## config.mk

```make
export PLATFORM = sky130hd
export DESIGN_NAME = fpu_result_collector
export DESIGN_NICKNAME = d
export VERILOG_FILES = /design/src/rtl/fpu_pkg.sv /design/src/rtl/fpu_tag_fifo.sv /design/src/rtl/fpu_result_collector.sv
export SDC_FILE = /design/constraint.sdc
export NUM_CORES = 1
export LEC_CHECK = 0
export ABC_AREA = 1
export CAP_MARGIN = 30
export CORE_MARGIN = 3
export CORE_UTILIZATION = 50
export DETAILED_ROUTE_END_ITERATION = 10
export GPL_TIMING_DRIVEN = 0
export HOLD_SLACK_MARGIN = 0.06
export PLACE_DENSITY = 0.8
export SLEW_MARGIN = 20
export SYNTH_ARGS = -nofsm -noshare
export SYNTH_HDL_FRONTEND = slang
export SYNTH_HIERARCHICAL = 1
export SYNTH_SLANG_ARGS = --single-unit
```

## constraint.sdc

```tcl
create_clock -name clk -period 7.7 [get_ports clk]
set_input_delay 1.54 -clock clk [delete_from_list [all_inputs] [get_ports clk]]
set_output_delay 1.54 -clock clk [all_outputs]
set_load 0.01 [all_outputs]
```

## src/rtl/fpu_pkg.sv

```systemverilog
// Shared FPU types: op codes, exception width and the recoded result payload.
package fpu_pkg;

  typedef enum logic [1:0] {
    OP_ADDSUB  = 2'b00,
    OP_MUL     = 2'b01,
    OP_DIVSQRT = 2'b10,
    OP_NONE    = 2'b11
  } fpu_op_e;

  localparam int unsigned EXC_W     = 5;
  localparam int unsigned DATA_W    = 16;
  localparam int unsigned NUM_UNITS = 3;

  typedef struct packed {
    logic [DATA_W:0]  data;
    logic [EXC_W-1:0] exc;
  } fpu_result_t;

endpackage

```

## src/rtl/fpu_tag_fifo.sv

```systemverilog
// Order FIFO for dispatched op codes; pointers carry one extra wrap bit.
module fpu_tag_fifo #(
  parameter int unsigned WIDTH = 2,
  parameter int unsigned DEPTH = 4
) (
  input  logic             clk,
  input  logic             rst_n,
  input  logic             push,
  input  logic [WIDTH-1:0] push_data,
  input  logic             pop,
  output logic             full,
  output logic             empty,
  output logic [WIDTH-1:0] head
);

  localparam int unsigned AW      = $clog2(DEPTH);
  localparam logic [AW:0] PTR_ONE = (AW+1)'(1);

  logic [WIDTH-1:0] mem [DEPTH];
  logic [AW:0]      wptr;
  logic [AW:0]      rptr;

  assign empty = (wptr == rptr);
  assign full  = (wptr[AW] != rptr[AW]) && (wptr[AW-1:0] == rptr[AW-1:0]);
  assign head  = mem[rptr[AW-1:0]];

  always_ff @(posedge clk or negedge rst_n) begin
    if (!rst_n) begin
      wptr <= '0;
      rptr <= '0;
    end else begin
      if (push && !full)  wptr <= wptr + PTR_ONE;
      if (pop && !empty)  rptr <= rptr + PTR_ONE;
    end
  end

  // Storage needs no reset: entries are only read while non-empty.
  always_ff @(posedge clk) begin
    if (push && !full) mem[wptr[AW-1:0]] <= push_data;
  end

endmodule

```

## src/rtl/fpu_result_collector.sv

```systemverilog
// FPU return path: buffers per-unit results and releases them in dispatch order.
// Result payloads use fpu_result_t, so DATA_WIDTH is expected to equal fpu_pkg::DATA_W.
module fpu_result_collector
  import fpu_pkg::*;
#(
  parameter int unsigned DATA_WIDTH = DATA_W,
  parameter int unsigned DEPTH      = 4
) (
  input  logic                  clk,
  input  logic                  rst_n,
  input  logic                  issue_valid,
  input  logic [1:0]            issue_op,
  output logic                  issue_ready,
  input  logic                  add_valid,
  input  logic [DATA_WIDTH:0]   add_data,
  input  logic [EXC_W-1:0]      add_exc,
  output logic                  add_ready,
  input  logic                  mul_valid,
  input  logic [DATA_WIDTH:0]   mul_data,
  input  logic [EXC_W-1:0]      mul_exc,
  output logic                  mul_ready,
  input  logic                  div_valid,
  input  logic [DATA_WIDTH:0]   div_data,
  input  logic [EXC_W-1:0]      div_exc,
  output logic                  div_ready,
  output logic                  out_valid,
  output logic [DATA_WIDTH:0]   out_data,
  output logic [EXC_W-1:0]      out_exc,
  output logic [1:0]            out_op,
  input  logic                  out_ready,
  output logic                  err_illegal,
  output logic                  err_spurious
);

  localparam int unsigned CW = $clog2(DEPTH) + 1;

  logic                 push;
  logic                 pop;
  logic                 full;
  logic                 empty;
  logic [1:0]           head_op;
  fpu_result_t          hold        [NUM_UNITS];
  logic [NUM_UNITS-1:0] hold_full;
  logic [CW-1:0]        outstanding [NUM_UNITS];
  fpu_result_t          in_res      [NUM_UNITS];
  logic [NUM_UNITS-1:0] in_valid;
  logic [NUM_UNITS-1:0] in_ready;
  logic [NUM_UNITS-1:0] unit_pop;
  logic [NUM_UNITS-1:0] issue_inc;
  logic [NUM_UNITS-1:0] cap;
  logic [NUM_UNITS-1:0] spur;

  assign push        = issue_valid && !full && (issue_op != 2'(OP_NONE));
  assign pop         = out_valid && out_ready;
  assign issue_ready = !full;
  assign add_ready   = in_ready[0];
  assign mul_ready   = in_ready[1];
  assign div_ready   = in_ready[2];

  fpu_tag_fifo #(.WIDTH(2), .DEPTH(DEPTH)) u_order (
    .clk       (clk),
    .rst_n     (rst_n),
    .push      (push),
    .push_data (issue_op),
    .pop       (pop),
    .full      (full),
    .empty     (empty),
    .head      (head_op)
  );

  always_comb begin
    in_valid  = {div_valid, mul_valid, add_valid};
    in_res[0] = '{data: add_data, exc: add_exc};
    in_res[1] = '{data: mul_data, exc: mul_exc};
    in_res[2] = '{data: div_data, exc: div_exc};
  end

  // Output mux: only the hold register of the oldest logged op may present.
  always_comb begin
    out_valid = 1'b0;
    out_data  = '0;
    out_exc   = '0;
    out_op    = '0;
    for (int u = 0; u < NUM_UNITS; u++) begin
      if (!empty && head_op == 2'(u) && hold_full[u]) begin
        out_valid = 1'b1;
        out_data  = hold[u].data;
        out_exc   = hold[u].exc;
        out_op    = head_op;
      end
    end
  end

  // Capture eligibility counts an op issued in this same cycle as outstanding.
  always_comb begin
    unit_pop  = '0;
    in_ready  = '0;
    issue_inc = '0;
    cap       = '0;
    spur      = '0;
    for (int u = 0; u < NUM_UNITS; u++) begin
      unit_pop[u]  = pop && (head_op == 2'(u));
      in_ready[u]  = !hold_full[u] || unit_pop[u];
      issue_inc[u] = push && (issue_op == 2'(u));
      cap[u]       = in_valid[u] && in_ready[u] && ((outstanding[u] != '0) || issue_inc[u]);
      spur[u]      = in_valid[u] && in_ready[u] && (outstanding[u] == '0) && !issue_inc[u];
    end
  end

  always_ff @(posedge clk or negedge rst_n) begin
    if (!rst_n) begin
      hold_full    <= '0;
      err_illegal  <= 1'b0;
      err_spurious <= 1'b0;
      for (int u = 0; u < NUM_UNITS; u++) begin
        hold[u]        <= '0;
        outstanding[u] <= '0;
      end
    end else begin
      for (int u = 0; u < NUM_UNITS; u++) begin
        if (cap[u]) begin
          hold[u]      <= in_res[u];
          hold_full[u] <= 1'b1;
        end else if (unit_pop[u]) begin
          hold_full[u] <= 1'b0;
        end
        outstanding[u] <= outstanding[u] + CW'(issue_inc[u]) - CW'(cap[u]);
      end
      if (issue_valid && issue_op == 2'(OP_NONE)) err_illegal <= 1'b1;
      if (|spur) err_spurious <= 1'b1;
    end
  end

endmodule
```

# [After elaboration in Yosys (flattened, before gate mapping)]
# Memories as Yosys holds them, arrays and structs flattened.
# Cells that the tools add are included.
[totals] regBits=86 latchBits=0 mem_bits_rw=8 romBits=0 input_bits=75 output_inout_bits=31 wordCells=111 memories=1
[mem_list] memory="u_order.mem" depth=4 width=2 read_ports=1 rd_clocked_by_memory_dff=0 write_ports=1 line_no="fpu_tag_fifo.sv:19" text="logic [WIDTH-1:0] mem [DEPTH];"
[op_classes] add_sub_neg=8 n_mul=0 div=0 magnitude_cmp=0 n_eq_ne=9 shifts=0 muxes=20 n_bitwise=0 reduce_logical=57
[op_table] cell="17-bit 2-to-1 mux" count=3
[op_table] cell="1-bit logical AND" count=31
[op_table] cell="5-bit 2-to-1 mux" count=3
[op_table] cell="1-bit 2-to-1 mux" count=11
[op_table] cell="3-bit by 1-bit adder with 3-bit output" count=3
[op_table] cell="3-bit zero test" count=3
[op_table] cell="3-bit nonzero test" count=3
[op_table] cell="3-bit by 1-bit subtractor with 3-bit output" count=3
[op_table] cell="1-bit zero test" count=8
[op_table] cell="3-bit by 1-bit adder with 3-bit output, second input constant" count=2
[op_table] cell="2-bit == test, second input constant" count=3
[op_table] cell="1-bit logical OR" count=6
[op_table] cell="2-bit 2-to-1 mux" count=3
[op_table] cell="2-bit nonzero test" count=3
[op_table] cell="2-bit by 1-bit == test with 1-bit output, second input constant" count=2
[op_table] cell="2-bit zero test" count=2
[op_table] cell="3-bit == test" count=1
[op_table] cell="3-bit OR reduction" count=1
[op_table] cell="2-bit == test" count=1
[op_table] cell="2-bit inequality test, second input constant" count=1
[op_table] cell="1-bit inequality test" count=1

# [Logic depth before layout (Yosys ltp)]
# Gate-level depths: netlist (run 1).
[logic_depth] word_depth=14 mapped_depth=20 depth_no_buf=19

# [Hierarchy]
# The synthesis (run 1) kept the hierarchy.
[by_module_without_submodules] mod="fpu_result_collector" instances=1 cells_each=476 area_each_um2=3791.1 seq_area_each_um2=2001.9
[by_module_without_submodules] mod="fpu_tag_fifo" instances=1 cells_each=79 area_each_um2=720.7 seq_area_each_um2=390.4

# [Least setup slack after synthesis (run 1)]
# OpenSTA, ideal clock, no wires.
[synth_path] path_type="in2reg" from="input issue_valid" to="register outstanding[5] (netlist name)" setup_time_ns=0.129 t_arrival_ns=3.381 required_time_ns=7.571 path_slack_ns=4.190 path_stages=14 path_buffers=1 path_cell_list="nand2_1 -> a21oi_2 -> a21oi_1 -> inv_2 -> nand3_4 -> clkinv_2 -> buf_6 -> ha_1 -> inv_1 -> ha_1 -> inv_1 -> fa_1 -> xnor2_1 -> xor2_1"
[synth_via] elab_chain_cells=6 elab_cells_between_ends=7 classes_between="add/sub (2); reduce/logical (5)"
[synth_rtl] element="start, declared" line_no="fpu_result_collector.sv:11" text="input logic issue_valid,"
[synth_rtl] element="1-bit logical AND (2 in a row)" line_no="fpu_result_collector.sv:53" text="assign push = issue_valid && !full && (issue_op != 2'(OP_NONE));"
[synth_rtl] element="net push" line_no="fpu_result_collector.sv:37" text="logic push;"
[synth_rtl] element="1-bit logical AND" line_no="fpu_result_collector.sv:104" text="issue_inc[u] = push && (issue_op == 2'(u));"
[synth_rtl] element="1-bit logical OR" line_no="fpu_result_collector.sv:105" text="cap[u] = in_valid[u] && in_ready[u] && ((outstanding[u] != '0) || issue_inc[u]);"
[synth_rtl] element="1-bit logical AND" line_no="fpu_result_collector.sv:105"
[synth_rtl] element="net cap[1]" line_no="fpu_result_collector.sv:50" text="logic [NUM_UNITS-1:0] cap;"
[synth_rtl] element="3-bit by 1-bit subtractor with 3-bit output" line_no="fpu_result_collector.sv:127" text="outstanding[u] <= outstanding[u] + CW'(issue_inc[u]) - CW'(cap[u]);"
[synth_rtl] element="end signal, assigned by index" line_no="fpu_result_collector.sv:127"
[synth_rtl] element="end, declared" line_no="fpu_result_collector.sv:44" text="logic [CW-1:0] outstanding [NUM_UNITS];"
# The timed path passes the listed nets, and every way through them passes these cells.
# A chain may end at the register's enable or synchronous reset.

# [Worst setup path after layout (run 1)]
[layout_path] from="register u_order.rptr[0]" to="output out_data[11]"
[layout_via] elab_chain_cells=7 elab_cells_between_ends=15 classes_between="eq/ne (3); mux (3); reduce/logical (8); memory (1)"
[layout_rtl] element="start, declared" line_no="fpu_tag_fifo.sv:21" text="logic [AW:0] rptr;"
[layout_rtl] element="start signal, assigned" line_no="fpu_tag_fifo.sv:33" text="if (pop && !empty) rptr <= rptr + PTR_ONE;"
[layout_rtl] element="memory read 4 x 2 bit *"
[layout_rtl] element="net head_op[0]" line_no="fpu_result_collector.sv:41" text="logic [1:0] head_op;"
[layout_rtl] element="2-bit zero test" line_no="fpu_result_collector.sv:85" text="if (!empty && head_op == 2'(u) && hold_full[u]) begin"
[layout_rtl] element="1-bit logical AND (2 in a row)" line_no="fpu_result_collector.sv:85"
[layout_rtl] element="17-bit 2-to-1 mux (2 in a row)" line_no="fpu_result_collector.sv:85"
[layout_rtl] element="17-bit 2-to-1 mux *" line_no="fpu_result_collector.sv:85"
[layout_rtl] element="end, declared" line_no="fpu_result_collector.sv:27" text="output logic [DATA_WIDTH:0] out_data,"
# The timed path passes the listed nets; every way through them passes the cells marked *.

==> results of run 1 <==
flip-flops by register name (all words and copies together) (netlist names):
name          count
err_illegal       1
u_order/wptr      3
u_order/mem       8
outstanding       9
hold             66
u_order/rptr      3
hold_full         3
err_spurious      1
worst min-delay path, cell delays in order (launching register included):
cell and delay, ns:
dfrtp_1 0.35, nand2_1 0.05, nand2_1 0.05
cells in the mapped netlist:
| library cell | count | area, um2 |
|---|---|---|
| nand2_2 | 4 | 25.0 |
| clkbuf_1 | 6 | 22.5 |
| inv_1 | 44 | 165 |
| dfrtp_1 | 86 | 2150 |
| a21oi_1 | 1 | 5.00 |
| nand2_1 | 298 | 1120 |
| nand3_2 | 2 | 20.0 |
| nor2_1 | 12 | 45.0 |
| buf_2 | 6 | 30.0 |
| edfxtp_1 | 8 | 240 |
| ha_1 | 11 | 138 |
| o21ai_0 | 4 | 20.0 |
| buf_6 | 6 | 67.6 |
| nand4_1 | 2 | 12.5 |
| nand3_1 | 38 | 190 |
| inv_2 | 3 | 11.3 |
| xnor2_1 | 4 | 35.0 |
| a21oi_2 | 1 | 8.76 |
| o22ai_1 | 2 | 12.5 |
| clkinv_2 | 3 | 15.0 |
| nor2_2 | 2 | 12.5 |
| a31o_2 | 1 | 8.76 |
| fa_1 | 3 | 60.1 |
| nand3_4 | 3 | 52.6 |
| xor2_1 | 5 | 43.8 |
power by group through the flow:
stage	Combinational (W)	Sequential (W)	Clock (W)
finish	0.00120	0.000855	0.000363
detailed placement	0.00120	0.000861	0
CTS	0.00121	0.000852	0.000369
floorplan	0.000725	0.000825	0
global route	0.00135	0.000881	0.000391
global placement	0.00115	0.000852	0
kinds of logic (layout without fill, tap and decap cells):
group                      after synthesis  in the layout  synth area share
and+or+nand+nor                        361            361             0.327
DFF                                     94             94             0.530
buffers and inverters                   68            190            0.0690
adders and majority gates               14             14            0.0438
AOI/OAI and AO/OA                        9              9            0.0122
xor gates and xnor gates                 9              9            0.0175
final timing paths:
kind | slack [ns] | endpoint | depth (start not counted)
worst min register to register | 0.48 | hold[19] | 2
worst min-delay path | 0.48 | hold[19] | 2
worst max-delay path | 3.12 | out_data[11] | 11
worst max register to register | 4.23 | outstanding[5] | 18
min in group asynchronous | 1.18 | hold[52] | 1
max in group asynchronous | 5.88 | hold[48] | 2
per-layer routing:
| metal | global-route usage | part of all wire |
|---|---|---|
| met1 | 0.288 | 0.41 |
| met5 | 0 | 0 |
| met3 | 0.0491 | 0.061 |
| met4 | 0.0777 | 0.013 |
| met2 | 0.396 | 0.51 |
stage by stage:
step	utilization	power, W	setup WS [ns]
2_1_floorplan	-	0.00155	4.19
3_3_place_gp	0.650	0.00200	2.01
3_5_place_dp	0.652	0.00206	3.23
4_1_cts	0.677	0.00244	3.11
5_1_grt	0.677	0.00263	2.89
6_report	0.677	0.00242	3.12
layout make-up:
type	instances	area share
Sequential cell	94	0.403
Multi-Input combinational cell	393	0.305
Timing Repair Buffer	106	0.180
Inverter	50	0.0322
Clock buffer	10	0.0232
Tap cell	108	0.0228
Buffer	18	0.0202
Clock inverter	6	0.0141
placed cells by master (no fill, tap or decap), types with 8 or more instances in the layout:
master           count
nor2_1              12
ha_1                11
clkdlybuf4s50_1    104
clkbuf_8            10
dfrtp_1             86
edfxtp_1             8
inv_1               44
nand3_1             38
nand2_1            298
==> metrics.md, run 1 <==
| Metric | Value |
|---|---|
| Status | `finished, final reports clean` |
| Insertion delay to the later sink of the worst-skew pair | `0.35 ns` |
| Slowest library cell on the worst path | `clkdlybuf4s50_1` |
| Final instance area | `a little under 6000 um2` |
| CTS tree | `yes` |
| Number of H-tree levels | `3` |
| Die ar. | `10200 um2` |
| Clk buf depth | `2` |
| Fmax | `218 MHz` |
| Antenna violations before repair | `0` |
| Setup crit end kind | `primary output` |
| # IOs | `106` |
| Syn_nets | `644` |
| CP top delay family | `buffers and inverters` |
| Fin Clk Skew | `0.00933 ns` |
| Pwr dens | `408 nW/um2` |
| Fin Setup TNS | `0 ns` |
| Slew headroom | `0.591` |
| Mapped cell area | `4510 um2` |
| Clk root buf | `clkbuf_8` |
| Mean Syn Cell Area | `roughly 8.1 um2` |
| Routed wire length | `between 10 and 15 mm` |
| Cts hold-fix bufs | `0` |
| Worst Setup SP | `u_order/rptr[0]` |
| Largest net degree at the start of global routing | `48` |
| Leak Pwr | `just over 3 nW` |
| Fill cells | `710` |
| Final GP Congestion | `0.877` |
| Multi-input logic area | `between 1500 and 2000 um2` |
| Wire length per cell | `14.3 um` |
| Worst R2R Start | `u_order/rptr[0]` |
| Gr ovfl total | `0` |
| Setup violators final | `0` |
| Register area | `2390 um2` |
| Vias/cell | `5.00` |
| First DRT Iteration DRCs | `150` |
| Crit path buf inv count | `5` |
| Slowest stage delay, CP | `0.54 ns` |
| # rows | `34` |
| Synth Warn # | `6` |
| Num CTS Buffers | `9` |
| Post_cts resized | `0` |
| Placed cell areas | `5720 um2` |
| Remaining DRCs | `0` |
| Number of global-route vias before repair | `3899` |
| DP Cell Count | `769` |
| Final std cells w/o fill | `between 700 and 800` |
| Post-detailed-placement half-perimeter wirelength | `between 8 and 9 mm` |
| Synth Instances | `555` |
| Area grow syn2layout | `31.6%` |
| Layout Nets | `761` |
| Critical path type | `flop to primary output` |
| Slew at the pin closest to its max-slew limit | `slightly above 0.6 ns` |
| First-pass GRT wire length | `between 15 and 20 mm` |
| CTS clk-pin slew, worst paths | `roughly 0.090 ns` |
| Arr. time, crit path | `3.04 ns` |
| Fin crit share | `0.595` |
| Hold Path Class | `flop to flop` |
| Yosys reg bits | `94` |
| Buffers on Ports | `between 100 and 150` |
| CP Max Fanout | `10` |
| Data required, critical path | `just over 6 ns` |
| Fin. Hold Viols | `0` |
| Starting density of the core | `0.515` |
| Layout cells sized above 1 | `0.0724` |
| Die X | `101 um` |
| Combinational power share | `0.497` |
| Int Pwr | `0.00144 W` |
| Diodes inserted | `0` |
| Die Ht | `101 um` |
| Max-cap viol count | `0` |
| Clock power frac | `0.150` |
| Crit start category | `flop` |
| Total GRT Usage | `0.230` |
| P_sw | `0.000986 W` |
| Peak supply drop | `approximately 0.25 mV` |
| Worst Min Path Start | `hold[19]` |
| CTS sink cnt | `94` |
| Register area share after synthesis | `0.530` |
| Sequential share of power | `0.353` |
| RSZ-0062 raised after global routing | `false` |
| Tmin final | `4.58 ns` |
| Routed Antenna Nets | `0` |
| Hold_ws | `around 0.48 ns` |
| Area of the core | `about 8800 um2` |
| Drt first pass iters | `5` |
| Yosys cell types | `25` |
| Post-CTS Setup Repair Bufs | `0` |
| Routed via count | `3928` |
| Switching share of total power | `0.407` |
| CP cell instances | `inv_1 > o21ai_0 > o22ai_1 > inv_2 > nor2_2 > nand2_1 > inv_1 > clkbuf_1 > nand2_1 > nand3_1 > clkdlybuf4s50_1` |
| Fin. max-slew vios | `0` |
No activity file was read; power rests on OpenSTA's default activity.
==> run 2, diff against run 1 <==
- clock period: 7.7 -> 4.36 ns (I/O delays scaled with it)
==> results of run 2 <==
The final DEF is identical to that of run 1. Status: finished, final reports clean.
Among the figures that moved: setup slack after placement 3.23 ns -> 0.559 ns; setup slack after layout 3.12 ns -> 0.447 ns; register-to-register setup slack 4.23 ns -> 0.89 ns; total power 0.00242 W -> 0.00428 W; worst IR drop on VDD 0.249 mV -> 0.439 mV
==> run 3, diff against run 2 <==
- MAX_ROUTING_LAYER: default -> met4
==> metrics.md, run 3 (same netlist as run 1, synthesis figures left out) <==
| Metric | Value |
|---|---|
| Number of H-tree levels | `3 (unchanged)` |
| R2r setup slk | `0.89 ns (about the same)` |
| Leak Pwr | `3.05 nW (unchanged)` |
| Layout Nets | `761 (unchanged)` |
| Area grow syn2layout | `31.6% (unchanged)` |
| Num CTS Buffers | `9 (unchanged)` |
| Total GRT Usage | `0.237 (was 0.230)` |
| Fin crit share | `0.899 (was 0.897)` |
| Die Ht | `101 um (unchanged)` |
| Setup crit end kind | `primary output (unchanged)` |
| Fin. max-slew vios | `0 (unchanged)` |
| Max-cap viol count | `0 (unchanged)` |
| First-pass GRT wire length | `18.2 mm (about the same)` |
| Most frequent cells in the layout | `298 x nand2_1, 104 x clkdlybuf4s50_1, 86 x dfrtp_1, 44 x inv_1, 38 x nand3_1 (unchanged)` |
| Layout cells sized above 1 | `0.0724 (unchanged)` |
| Fmax | `255 MHz (was 256 MHz)` |
| Insertion delay to the later sink of the worst-skew pair | `0.36 ns (was 0.35 ns)` |
| Top reg by flops | `hold (unchanged)` |
| Starting density of the core | `0.515 (unchanged)` |
| Slew at the pin closest to its max-slew limit | `0.620 ns (was 0.614 ns)` |
| First DRT Iteration DRCs | `136 (was 150)` |
| Most common cell after layout, fill and taps aside | `nand2_1 (unchanged)` |
| Arr. time, crit path | `3.05 ns (was 3.04 ns)` |
| Number of global-route vias before repair | `3916 (was 3899)` |
| Remaining DRCs | `0 (unchanged)` |
| Setup violators final | `0 (unchanged)` |
| Tmin final | `3.92 ns (was 3.91 ns)` |
| Post-CTS Setup Repair Bufs | `0 (unchanged)` |
| Cts hold-fix bufs | `0 (unchanged)` |
| Data required, critical path | `3.49 ns (about the same)` |
| CTS sink cnt | `94 (unchanged)` |
| Clk buf depth | `2 (unchanged)` |
| Fin. Hold Viols | `0 (unchanged)` |
| Routed Antenna Nets | `0 (unchanged)` |
| Die X | `101 um (unchanged)` |
| CTS clk-pin slew, worst paths | `0.09 ns (about the same)` |
| Wire length per cell | `14.3 um (about the same)` |
| CP Max Fanout | `10 (unchanged)` |
| Clk root buf | `clkbuf_8 (unchanged)` |
| Crit start category | `flop (unchanged)` |
| Largest net degree at the start of global routing | `48 (unchanged)` |
| Post_cts resized | `0 (unchanged)` |
| # IOs | `106 (unchanged)` |
| Drt first pass iters | `5 (unchanged)` |
| Vias/cell | `4.97 (was 5.00)` |
| CTS tree | `yes (unchanged)` |
| RSZ-0062 raised after global routing | `false (unchanged)` |
| Hold_ws | `0.483 ns (was 0.482 ns)` |
| Post-detailed-placement half-perimeter wirelength | `8.35 mm (unchanged)` |
| Gr ovfl total | `0 (unchanged)` |
| Final GP Congestion | `0.892 (was 0.877)` |
| Fin Clk Skew | `0.00895 ns (was 0.00933 ns)` |
| Min setup slack post-route | `0.441 ns (was 0.447 ns)` |
| Max reg flops | `66 (unchanged)` |
| Area of the core | `8760 um2 (unchanged)` |
| Buffers on Ports | `105 (unchanged)` |
| Pwr dens | `721 nW/um2 (was 720 nW/um2)` |
| Antenna violations before repair | `0 (unchanged)` |
| Routed wire length | `11.2 mm (about the same)` |
| Critical path type | `flop to primary output (unchanged)` |
| Slew headroom | `0.587 (was 0.591)` |
| Fill cells | `710 (unchanged)` |
| Hold Path Class | `flop to flop (unchanged)` |
| Routed via count | `3905 (was 3928)` |
| Diodes inserted | `0 (unchanged)` |
| Peak supply drop | `0.439 mV (about the same)` |
| # rows | `34 (unchanged)` |
| Die ar. | `10200 um2 (unchanged)` |
| Final core occ | `0.677 (unchanged)` |
| Status | `finished, final reports clean (unchanged)` |
| Pre-CTS WS | `0.559 ns (unchanged)` |
## run 3: power breakdown
part           total [W]  internal (W)  switching (W)
registers        0.00151       0.00127       0.000237
clock network   0.000643      0.000338       0.000305
logic            0.00213      0.000925        0.00120
## run 3: path summary, 6_finish.rpt
check	to	startpoint	cells past startpoint
min in group asynchronous	hold[51]	rst_n	1
max in group asynchronous	hold[48]	rst_n	2
worst min register to register	hold[19]	hold[19]	2
worst max-delay path	out_data[11]	u_order/rptr[0]	11
worst min-delay path	hold[19]	hold[19]	2
worst max register to register	outstanding[5]	u_order/rptr[0]	18
## run 3: area by class of cell
| class | instances | area (um2) | area share |
|---|---|---|---|
| Inverter | 50 | 191 | 0.0322 |
| Timing Repair Buffer | 106 | 1070 | 0.180 |
| Multi-Input combinational cell | 393 | 1810 | 0.305 |
| Sequential cell | 94 | 2390 | 0.403 |
| Buffer | 18 | 120 | 0.0202 |
| Tap cell | 108 | 135 | 0.0228 |
| Clock buffer | 10 | 138 | 0.0232 |
| Clock inverter | 6 | 83.8 | 0.0141 |
## run 3: routing by layer
metal  global-route usage  wire (um)  vias up
met3               0.0464        670       15
met2                0.396       5700      128
met5                    -          0        -
met1                0.290       4640     1843
li1                     -          -     1919
met4               0.0777        181        0
## run 3: worst max-delay path, cell delays in order (launching register included)
cell and delay (ns):
dfrtp_1 0.48, inv_1 0.15, o21ai_0 0.09, o22ai_1 0.31, inv_2 0.06, nor2_2 0.12
nand2_1 0.10, inv_1 0.16, clkbuf_1 0.39, nand2_1 0.17, nand3_1 0.11, clkdlybuf4s50_1 0.54
## run 3: through the flow
stage               TNS (ns)  instance area (um2)  std cells  total power, W
floorplan                  0                 4510        555         0.00274
global placement      -56.16                 5700        768         0.00354
detailed placement         0                 5720        769         0.00364
CTS                        0                 5940        785         0.00430
global route               0                 5940        785         0.00464
finish                     0                 5940        785         0.00428
